===== config.mk =====
export PLATFORM = sky130hd
export DESIGN_NAME = cmp_sticky_detector
export DESIGN_NICKNAME = d
export VERILOG_FILES = /design/src/rtl/cmp_sticky_pkg.sv /design/src/rtl/cmp_sticky_channel.sv /design/src/rtl/cmp_sticky_detector.sv
export SDC_FILE = /design/constraint.sdc
export NUM_CORES = 1
export LEC_CHECK = 0
export CAP_MARGIN = 20
export CORE_MARGIN = 2
export CORE_UTILIZATION = 50
export DETAILED_ROUTE_END_ITERATION = 8
export HOLD_SLACK_MARGIN = 0.05
export MAX_ROUTING_LAYER = met4
export PLACE_DENSITY = 0.86
export SLEW_MARGIN = 40
export SYNTH_ARGS = -nofsm -noshare
export SYNTH_HDL_FRONTEND = slang
export SYNTH_SLANG_ARGS = --single-unit

===== constraint.sdc =====
create_clock -name clk -period 3.2 [get_ports clk]
set_input_delay 0.64 -clock clk [delete_from_list [all_inputs] [get_ports clk]]
set_output_delay 0.64 -clock clk [all_outputs]
set_load 0.05 [all_outputs]

===== src/rtl/cmp_sticky_pkg.sv =====
// cmp_sticky_pkg: relation codes and channel FSM encoding for the sticky comparator
package cmp_sticky_pkg;
  localparam logic [1:0] MODE_EQ = 2'b00;
  localparam logic [1:0] MODE_NE = 2'b01;
  localparam logic [1:0] MODE_GT = 2'b10;
  localparam logic [1:0] MODE_LT = 2'b11;
  typedef enum logic [1:0] {
    ST_IDLE    = 2'b00,
    ST_COUNT   = 2'b01,
    ST_LATCHED = 2'b10
  } state_e;
endpackage


===== src/rtl/cmp_sticky_channel.sv =====
// cmp_sticky_channel: one comparator lane with HOLD-cycle qualification and a sticky hit flag
module cmp_sticky_channel
  import cmp_sticky_pkg::*;
#(
  parameter int WIDTH = 8,
  parameter int HOLD  = 3
) (
  input  logic             clk,
  input  logic             rst,
  input  logic [WIDTH-1:0] a,
  input  logic [WIDTH-1:0] b,
  input  logic [1:0]       mode,
  input  logic             en,
  input  logic             clr,
  output logic             live,
  output logic             hit,
  output logic             rise
);
  localparam int CW = $clog2(HOLD + 1);
  state_e        st_q, st_d;
  logic [CW-1:0] cnt_q, cnt_d, cnt_inc;
  logic          cond, live_q, hit_q, hit_d;
  assign cond = (mode == MODE_EQ) ? (a == b) :
                (mode == MODE_NE) ? (a != b) :
                (mode == MODE_GT) ? (a > b)  : (a < b);
  assign cnt_inc = cnt_q + CW'(1);
  // Disabled cycles in COUNT fall through the chain untouched, freezing the run.
  always_comb begin
    st_d  = st_q;
    cnt_d = cnt_q;
    if (clr) begin
      st_d  = ST_IDLE;
      cnt_d = '0;
    end else if (st_q == ST_IDLE) begin
      st_d  = (en && cond) ? ((HOLD == 1) ? ST_LATCHED : ST_COUNT) : ST_IDLE;
      cnt_d = (en && cond) ? CW'(1) : '0;
    end else if (st_q == ST_COUNT && en) begin
      st_d  = !cond ? ST_IDLE : (cnt_inc == CW'(HOLD)) ? ST_LATCHED : ST_COUNT;
      cnt_d = cond ? cnt_inc : '0;
    end
  end
  assign hit_d = (st_d == ST_LATCHED);
  assign rise  = hit_d & ~hit_q;
  assign live  = live_q;
  assign hit   = hit_q;
  always_ff @(posedge clk or posedge rst) begin
    if (rst) begin
      st_q   <= ST_IDLE;
      cnt_q  <= '0;
      hit_q  <= 1'b0;
      live_q <= 1'b0;
    end else begin
      st_q   <= st_d;
      cnt_q  <= cnt_d;
      hit_q  <= hit_d;
      live_q <= cond;
    end
  end
endmodule


===== src/rtl/cmp_sticky_detector.sv =====
// cmp_sticky_detector: multi-channel qualified comparator with sticky hits and first-hit capture
module cmp_sticky_detector
  import cmp_sticky_pkg::*;
#(
  parameter int WIDTH    = 8,
  parameter int CHANNELS = 4,
  parameter int HOLD     = 3
) (
  input  logic                                             clk,
  input  logic                                             rst,
  input  logic [CHANNELS*WIDTH-1:0]                        a,
  input  logic [CHANNELS*WIDTH-1:0]                        b,
  input  logic [1:0]                                       mode,
  input  logic                                             en,
  input  logic                                             clr,
  output logic [CHANNELS-1:0]                              live,
  output logic [CHANNELS-1:0]                              hit,
  output logic                                             any_hit,
  output logic [((CHANNELS > 1) ? $clog2(CHANNELS) : 1)-1:0] first_ch,
  output logic                                             first_valid
);
  localparam int IW = (CHANNELS > 1) ? $clog2(CHANNELS) : 1;
  logic [CHANNELS-1:0] rise;
  logic [IW-1:0]       first_ch_q, rise_idx;
  logic                first_valid_q, any_hit_q;
  for (genvar i = 0; i < CHANNELS; i++) begin : g_ch
    cmp_sticky_channel #(.WIDTH(WIDTH), .HOLD(HOLD)) u_ch (
      .clk  (clk),
      .rst  (rst),
      .a    (a[i*WIDTH +: WIDTH]),
      .b    (b[i*WIDTH +: WIDTH]),
      .mode (mode),
      .en   (en),
      .clr  (clr),
      .live (live[i]),
      .hit  (hit[i]),
      .rise (rise[i])
    );
  end
  // Scan high to low so the lowest rising index wins.
  always_comb begin
    rise_idx = '0;
    for (int i = CHANNELS - 1; i >= 0; i--) if (rise[i]) rise_idx = IW'(i);
  end
  assign any_hit     = any_hit_q;
  assign first_ch    = first_ch_q;
  assign first_valid = first_valid_q;
  always_ff @(posedge clk or posedge rst) begin
    if (rst) begin
      any_hit_q     <= 1'b0;
      first_ch_q    <= '0;
      first_valid_q <= 1'b0;
    end else begin
      any_hit_q <= |hit;
      if (clr) begin
        first_ch_q    <= '0;
        first_valid_q <= 1'b0;
      end else if (!first_valid_q && |rise) begin
        first_ch_q    <= rise_idx;
        first_valid_q <= 1'b1;
      end
    end
  end
endmodule


==> results of run 1 <==
==> routing by layer <==
metal	vias up	track usage (%)	wire (um)	share of wire, %
met5	-	-	0	0
met4	0	5.36	62	1.1
met3	9	2.98	280	4.8
met2	59	43.8	3030	52
met1	1117	25.3	2420	42
li1	1192	-	-	-
==> power breakdown <==
part	switching, mW	internal, mW
clock	0.114	0.168
sequential	0.0100	0.366
combinational	0.143	0.158
total	0.266	0.692
==> registers in the layout, indices dropped and copies added (netlist names) <==
signal / cells
any_hit: 1
g_ch.u_ch.cnt_q: 8
first_ch: 2
g_ch.u_ch.live: 4
g_ch.u_ch.st_q: 8
first_valid: 1
g_ch.u_ch.hit: 4
==> Yosys cell counts, drive strengths merged (2+ instances only) <==
master and number:
a21oi 36, a2111oi 2, inv 45, nand3b 2
or4 2, clkbuf 4, o211ai 5, o21ai 8
nor2 22, o21a 2, a22oi 3, mux2i 3
nor2b 9, nor3 2, nand2 14, buf 9
nand2b 9, a211oi 3, nand4 8, dfrtp 28
a211o 2, a2bb2oi 2, or2 2, a31oi 2
ha 36, nor3b 3, nand4b 2, or3 2
o32ai 5, nand3 7
==> through the flow <==
step / hold WS, ns / TNS (ns) / power (mW) / setup WS, ns / instances
2_1_floorplan: 0.465 / 0 / 0.550 / 0.590 / 292
3_3_place_gp: 0.511 / 0 / 0.673 / 0.0331 / 434
3_5_place_dp: 0.522 / -0.264 / 0.685 / -0.108 / 434
4_1_cts: 0.558 / 0 / 0.969 / 0.167 / 438
5_1_grt: 0.576 / 0 / 1.02 / 0.00645 / 438
6_report: 0.552 / 0 / 0.958 / 0.138 / 438
==> worst paths after layout <==
kind / start / to / slack [ns]
worst max-delay path: b[9] / first_ch[1] / 0.14
worst min-delay path: g_ch[1].u_ch.hit / any_hit / 0.55
worst max register to register: g_ch[1].u_ch.cnt_q[0] / first_ch[0] / 1.45
worst min register to register: g_ch[1].u_ch.hit / any_hit / 0.55
max in group asynchronous: rst / g_ch[0].u_ch.live / 2.21
min in group asynchronous: rst / g_ch[2].u_ch.cnt_q[1] / 0.72
==> cell families after synthesis <==
group / share of synthesized area (%)
AOI/OAI and AO/OA: 21.5
adders and majority gates: 18.3
buffers and inverters: 10.1
DFF: 28.4
muxes: 1.68
and+or+nand+nor: 20.0
==> worst reg2reg max path: cells and delay by family, from the launching register on <==
family,cells,cell delay [ns]
AND/OR/NAND/NOR,1,0.17
AO/OA/AOI/OAI,4,0.82
buffers and inverters,1,0.08
flip-flops,1,0.40
adder cells (fa/ha/maj),1,0.20
==> cell type report <==
| type | instances | area, um^2 |
|---|---|---|
| Tap cell | 67 | 83.8 |
| Inverter | 45 | 169 |
| Clock inverter | 1 | 30.0 |
| Multi-Input combinational cell | 206 | 1520 |
| Timing Repair Buffer | 88 | 863 |
| Sequential cell | 28 | 701 |
| Fill cell | 373 | 1320 |
| Clock buffer | 3 | 41.3 |
==> results, run 1 <==
- The global-route wire length before repair is 9.89 mm.
- The top-area cell type share of the netlist area is 28.4%.
- Setup repair after global routing left no endpoint under its margin.
- In the finished design, the share of the clock period the worst path needs comes to 95.7%.
- The leakage power is 1.54 nW.
- The number of endpoints with negative hold slack in the final report was 0.
- In this run, synthesis inferred 0 flip-flops with an integrated enable.
- The cell depth of the worst setup path is 11.
- Setup violations remaining at the end of the flow were counted as 0.
- The headroom to the max-slew limit is 65.3%.
- The initial antenna violation count is 0.
- The cell sitting at the root of the clock tree is a clkbuf_8.
- The Yosys warning count is 0.
- Counting every net in the synthesized netlist gives 398.
- The number of global-route vias before repair is 2368.
- The minimum clock period is 3.06 ns.
- The transition at the pin with the smallest max-transition slack is 0.520 ns.
- The number of max-slew violations in the final report is 0.
- IR analysis of the VDD net gives a maximum drop of 224 uV.
- dfrtp_1 takes more of the synthesized area than any other cell.
- The data arrival time of the critical path is 3.26 ns.
- The clock net in this run drives a total of 28 sinks.
- In the synthesized netlist the async set-or-reset flop fraction comes to 100%.
- The share of final-layout standard cells stronger than drive strength 1 is 5.39%.
- The global-route usage over all layers is 23.0%.
- The iteration-0 DRC count of the detailed router is 130.
- The clock buffer count from CTS is 3.
- The initial utilization of the core area, before any placement, comes to 52.2%.
- The CTS tree is done.
- The number of top-level design ports is 82.
- The floorplan step set the die height to 74.2 um.
- The number of inserted diodes is 0.
- The most common flop cell mapped by yosys is dfrtp_1.
- Summed over all layers, the routed wires come to 5.80 mm.
- Once the clock tree was built, the setup fixing pass inserted 0 buffers.
- The placed standard-cell area is 0.00333 mm^2.
- The tightest min-delay check is of the flip-flop to flip-flop type.
- The die outline area is 0.00551 mm^2.
- The buffer depth of the longest clock path is 2.
- The total area inside the core boundary comes to 0.00472 mm^2.
- From left edge to right edge, the die measures 74.2 um.
- The utilization of the core after routing is 72.1%.
- After detailed routing, the number of vias per cell comes to 5.43.
- The cell family contributing the most delay on the critical path is compound AO/OA/AOI/OAI gates.
- The routed length per placed instance is 13.2 um.
- The remaining design rule violation count is 0.
- The count of input and output buffers is 81.
- The slowest stage of the critical path belongs to the cell clkdlybuf4s50_1.
- Data on the critical path is required at its endpoint by 3.39 ns.
- The worst clock skew on the final layout is 0.00222 ns.
- The total of hold buffers inserted after clock tree synthesis is 0.
- The synthesized netlist occupies a cell area of 0.00246 mm^2.
- The number of placement rows is 25.
- The total congestion overflow after global routing is 0.
- The total number of vias is 2377.
- The critical path goes through clkdlybuf4s50_1 -> inv_1 -> ha_1 -> nor2b_1 -> o211ai_1 -> a211oi_1 -> or3_4 -> or2_4 -> o211ai_2 -> o31ai_1 -> a221oi_2.
- Timing would allow up to 327 MHz.
- The sequential area share after synthesis is 28.4%.
- The maximum net fanout on the critical path is 4.
- From synthesis to final layout, the design area changed by 38.1%.
- The number of H-tree levels is 1.
- By startpoint and endpoint, the worst setup path is classified as input pin to flip-flop.
- The number of gates given a new drive strength after cts is 0.
- The average instance area after synthesis is 8.44 um^2.
- Once detail routing completed, the nets flagged for antenna violations numbered 0.
- The HPWL after detailed placement is 4.66 mm.
- Clock-pin slew was measured on the worst setup and hold paths at 0.10 ns.
- Counting both buffers and inverters, the worst setup path holds a total of 2.
- After synthesis the netlist holds a flip-flop and latch count of 28.
- Synthesis instantiated 52 different standard cells from the library.
- Leaving out fill and tap cells, the most frequent cells in the layout are clkdlybuf4s50_1 (81), inv_1 (45), a21oi_1 (36), ha_1 (36), dfrtp_1 (28).
- After the last flow step, the layout net total stands at 478.
- The finished cells cover 0.00340 mm^2.
- The max-cap violation count is 0.
- The length of the first detailed-routing pass in iterations is 4.
- By area the synthesized netlist is led by dfrtp_1 (28%), ha_1 (18%), a21oi_1 (7.3%), inv_1 (6.9%), nor2_1 (3.2%).
- The run finished with clean final reports.
- The maximum number of pins on one net before global-route repair is 29.
- The largest incremental delay on the critical path is 0.47 ns.
- The number of cells on the worst hold path is 1.
- The most frequent standard cell in the layout excluding fill and tap cells is clkdlybuf4s50_1.
- The power density over cell area is 282 mW/mm^2.
- STA classifies the critical path endpoint as a flip-flop.
- Counting cells, the worst reg-to-reg path comes to 7.
- The worst-skew pair later-pin latency is 0.28 ns.
- At the end of routability-driven placement, the weighted congestion stood at 0.849.
- The instance count of the mapped netlist is 292.
- The critical path launch point type is an input pin.
No activity file was read; power rests on OpenSTA's default activity.
==> inputs of run 2 (changes only) <==
--- a/config.mk
+++ b/config.mk
@@ -7,11 +7,11 @@
 export LEC_CHECK = 0
 export CAP_MARGIN = 20
 export CORE_MARGIN = 2
-export CORE_UTILIZATION = 50
+export CORE_UTILIZATION = 41
 export DETAILED_ROUTE_END_ITERATION = 8
 export HOLD_SLACK_MARGIN = 0.05
 export MAX_ROUTING_LAYER = met4
-export PLACE_DENSITY = 0.86
+export PLACE_DENSITY = 0.73
 export SLEW_MARGIN = 40
 export SYNTH_ARGS = -nofsm -noshare
 export SYNTH_HDL_FRONTEND = slang
==> run 2 against run 1 <==
Net effect: first-iteration DRC count decreased by 38%; sequential power about the same; clock power decreased by 22%; flip-flop and latch count unchanged; maximum frequency increased by 3.1%; combinational power about the same; highest routed layer unchanged; critical path depth unchanged; non-clock buffer count increased by 1; via count decreased by 4.0%; clock skew increased by 0.00068 ns; largest cell class unchanged.
==> results, run 2 (synthesized netlist as in run 1, its figures left out) <==
- The flow ran to the end, and the final reports show no timing, DRC or antenna violations.
- The final cell count without fillers is 447.
- Data on the critical path is required at its endpoint by 3.38 ns.
- Dividing the detail-routed via count by the number of cells gives 5.11.
- The area overhead of the layout relative to synthesis is 38.1%.
- The number of clock sinks seen by CTS is 28.
- The first global-routing pass estimated 9.04 mm of wire.
- Of the cells placed in the final design, the portion with a size suffix greater than 1 is 5.65%.
- The first TritonRoute pass finished after 6 iterations.
- In this run the remaining antenna-violating nets after routing total 0.
- The analysis attributes to cell leakage a power of 1.53 nW.
- The utilization of the core after routing is 58.2%.
- The tightest min-delay check is of the flip-flop to flip-flop type.
- The library cell contributing the largest single delay on the critical path is clkdlybuf4s50_1.
- On the critical path the largest part of the delay comes from compound AO/OA/AOI/OAI gates.
- The share of the cycle needed by the critical path after routing is 92.8%.
- The critical path goes through clkdlybuf4s50_1 -> inv_1 -> ha_1 -> nor2b_1 -> o211ai_1 -> a211oi_1 -> or3_4 -> or2_4 -> o211ai_2 -> o31ai_1 -> a221oi_2.
- The initial antenna violation count is 0.
- Setup repair after global routing left no endpoint under its margin.
- In this run the clock root is driven by a clkbuf_8.
- Dividing the detail-routed wire length by the instance count gives 12.3 um.
- In this run, the number of DRC markers left after iteration 0 of detailed routing was 81.
- The largest incremental delay on the critical path is 0.46 ns.
- The final setup violation count is 0.
- The power density over cell area is 263 mW/mm^2.
- The worst hold path terminates at any_hit.
- The area of the core region is 0.00585 mm^2.
- The endpoint class of the critical path is a flip-flop.
- The maximum number of pins on one net before global-route repair is 29.
- The number of global-route vias before repair came to 2213.
- The transition at the pin with the smallest max-transition slack is 0.531 ns.
- The headroom to the max-slew limit is 64.5%.
- The floorplan has 28 rows.
- Global routing consumed, over all layers together, 17.6% of the routing resources.
- Measured along the x axis, the die boundary spans 81.5 um.
- The setup slack on the worst flop-to-flop path is 1.46 ns.
- The minimum clock period is 2.97 ns.
- The startpoint identified for the worst register-to-register timing path is g_ch[1].u_ch.cnt_q[0].
- The count of nets after finishing is 479.
- The worst reg2reg path depth is 7.
- The remaining design rule violation count is 0.
- The data arrival time of the critical path is 3.15 ns.
- The worst-skew pair later-pin latency is 0.28 ns.
- The max-cap violation count is 0.
- The total number of vias is 2282.
- In this run, CTS created clock tree buffers numbering 3.
- The CTS tree is done.
- Along the worst path, the maximum fanout reaches 4.
- The number of gates given a new drive strength after cts is 0.
- The number of top-level design ports is 82.
- In this run the number of H-tree levels came out at 1.
- The critical path launch point type is an input pin.
- The critical path contains buffers and inverters numbering 2 combined.
- In the layout the commonest cells are clkdlybuf4s50_1 (81), inv_1 (45), a21oi_1 (36), ha_1 (36), dfrtp_1 (28).
- The floorplan step defined a die boundary enclosing 0.00665 mm^2.
- The number of max-slew violations in the final report is 0.
- The total overflow left after global routing is 0.
- The startpoint of the tightest hold check path is g_ch[1].u_ch.hit.
- The count of buffers added on input and output ports is 81.
- The terminus of the critical flop-to-flop path is first_ch[0].
- Once placement completed, the tool counted placed cells totaling 443.
- The peak ir drop on the vdd network is 185 uV.
- The HPWL after detailed placement is 4.54 mm.
- Hold repair after CTS inserted 0 buffers.
- The design draws 894 uW.
- The largest registers in the layout are g_ch.u_ch.cnt_q: 8 flops, g_ch.u_ch.st_q: 8 flops.
- The library cell used most frequently in the layout, excluding fill and tap cells, is clkdlybuf4s50_1.
- At the end of routability-driven placement, the weighted congestion stood at 0.841.
- The clock-pin slew reported for the worst setup and hold paths after clock tree synthesis is 0.09 ns.
- The floorplan step set the die height to 81.5 um.
- The final layout contains routed wiring with a total length of 5.49 mm.
- The number of cells on the worst hold path is 1.
- The fmax is 337 MHz.
- The number of inserted diodes is 0.
- Across the routed clock network, the largest skew measured is 0.00289 ns.
- The effective utilization at floorplan is 42.1%.
- In this run the deepest clock path goes through 2 buffers.
- The post-CTS setup repair buffer count is 0.
- The worst setup path is of the input pin to flip-flop kind.
- The number of endpoints with negative hold slack in the final report is 0.
[run 2: changes by cell type in the layout (fill, tap and decap cells not counted), sizes merged]
cell and delta:
buf +1, bufinv -1, clkbuf +1
[run 2: area by class of cell]
| type | count | area (um^2) |
|---|---|---|
| clock buffer | 4 | 55.1 |
| fill | 530 | 2450 |
| inverter | 45 | 169 |
| multi-input combinational | 206 | 1520 |
| sequential | 28 | 701 |
| tap | 75 | 93.8 |
| timing repair buffer | 89 | 871 |
[run 2: worst max-delay path by stage]
stage	start	endpoint	cells past startpoint
final	b[9]	first_ch[1]	11
after global routing	b[9]	first_ch[1]	11
after CTS	b[9]	first_ch[1]	11
after detailed placement	b[9]	first_ch[1]	11
after global placement	b[9]	first_ch[1]	11
after floorplan	b[9]	first_ch[1]	10
[run 2: power by group]
part	total [mW]	switching, mW	leakage, nW	internal, mW
Clock	0.220	0.110	0.0288	0.110
Combinational	0.298	0.139	1.13	0.159
Sequential	0.376	0.00971	0.379	0.366
[run 2: metrics by stage]
step	hold slack [ns]	area, um^2	worst slack (ns)	TNS [ns]
2_1_floorplan	0.465	2460	0.590	0
3_3_place_gp	0.519	3350	0.0137	0
3_5_place_dp	0.515	3350	-0.0416	-0.0416
4_1_cts	0.532	3400	0.235	0
5_1_grt	0.541	3400	0.0898	0
6_report	0.529	3400	0.230	0
[run 2: routing by layer]
layer	global-route usage (%)	vias up	share of wire (%)
met5	-	-	0
met4	5.93	0	2.7
met3	3.08	15	4.4
met2	33.4	53	50
met1	18.3	1020	43
li1	-	1194	-
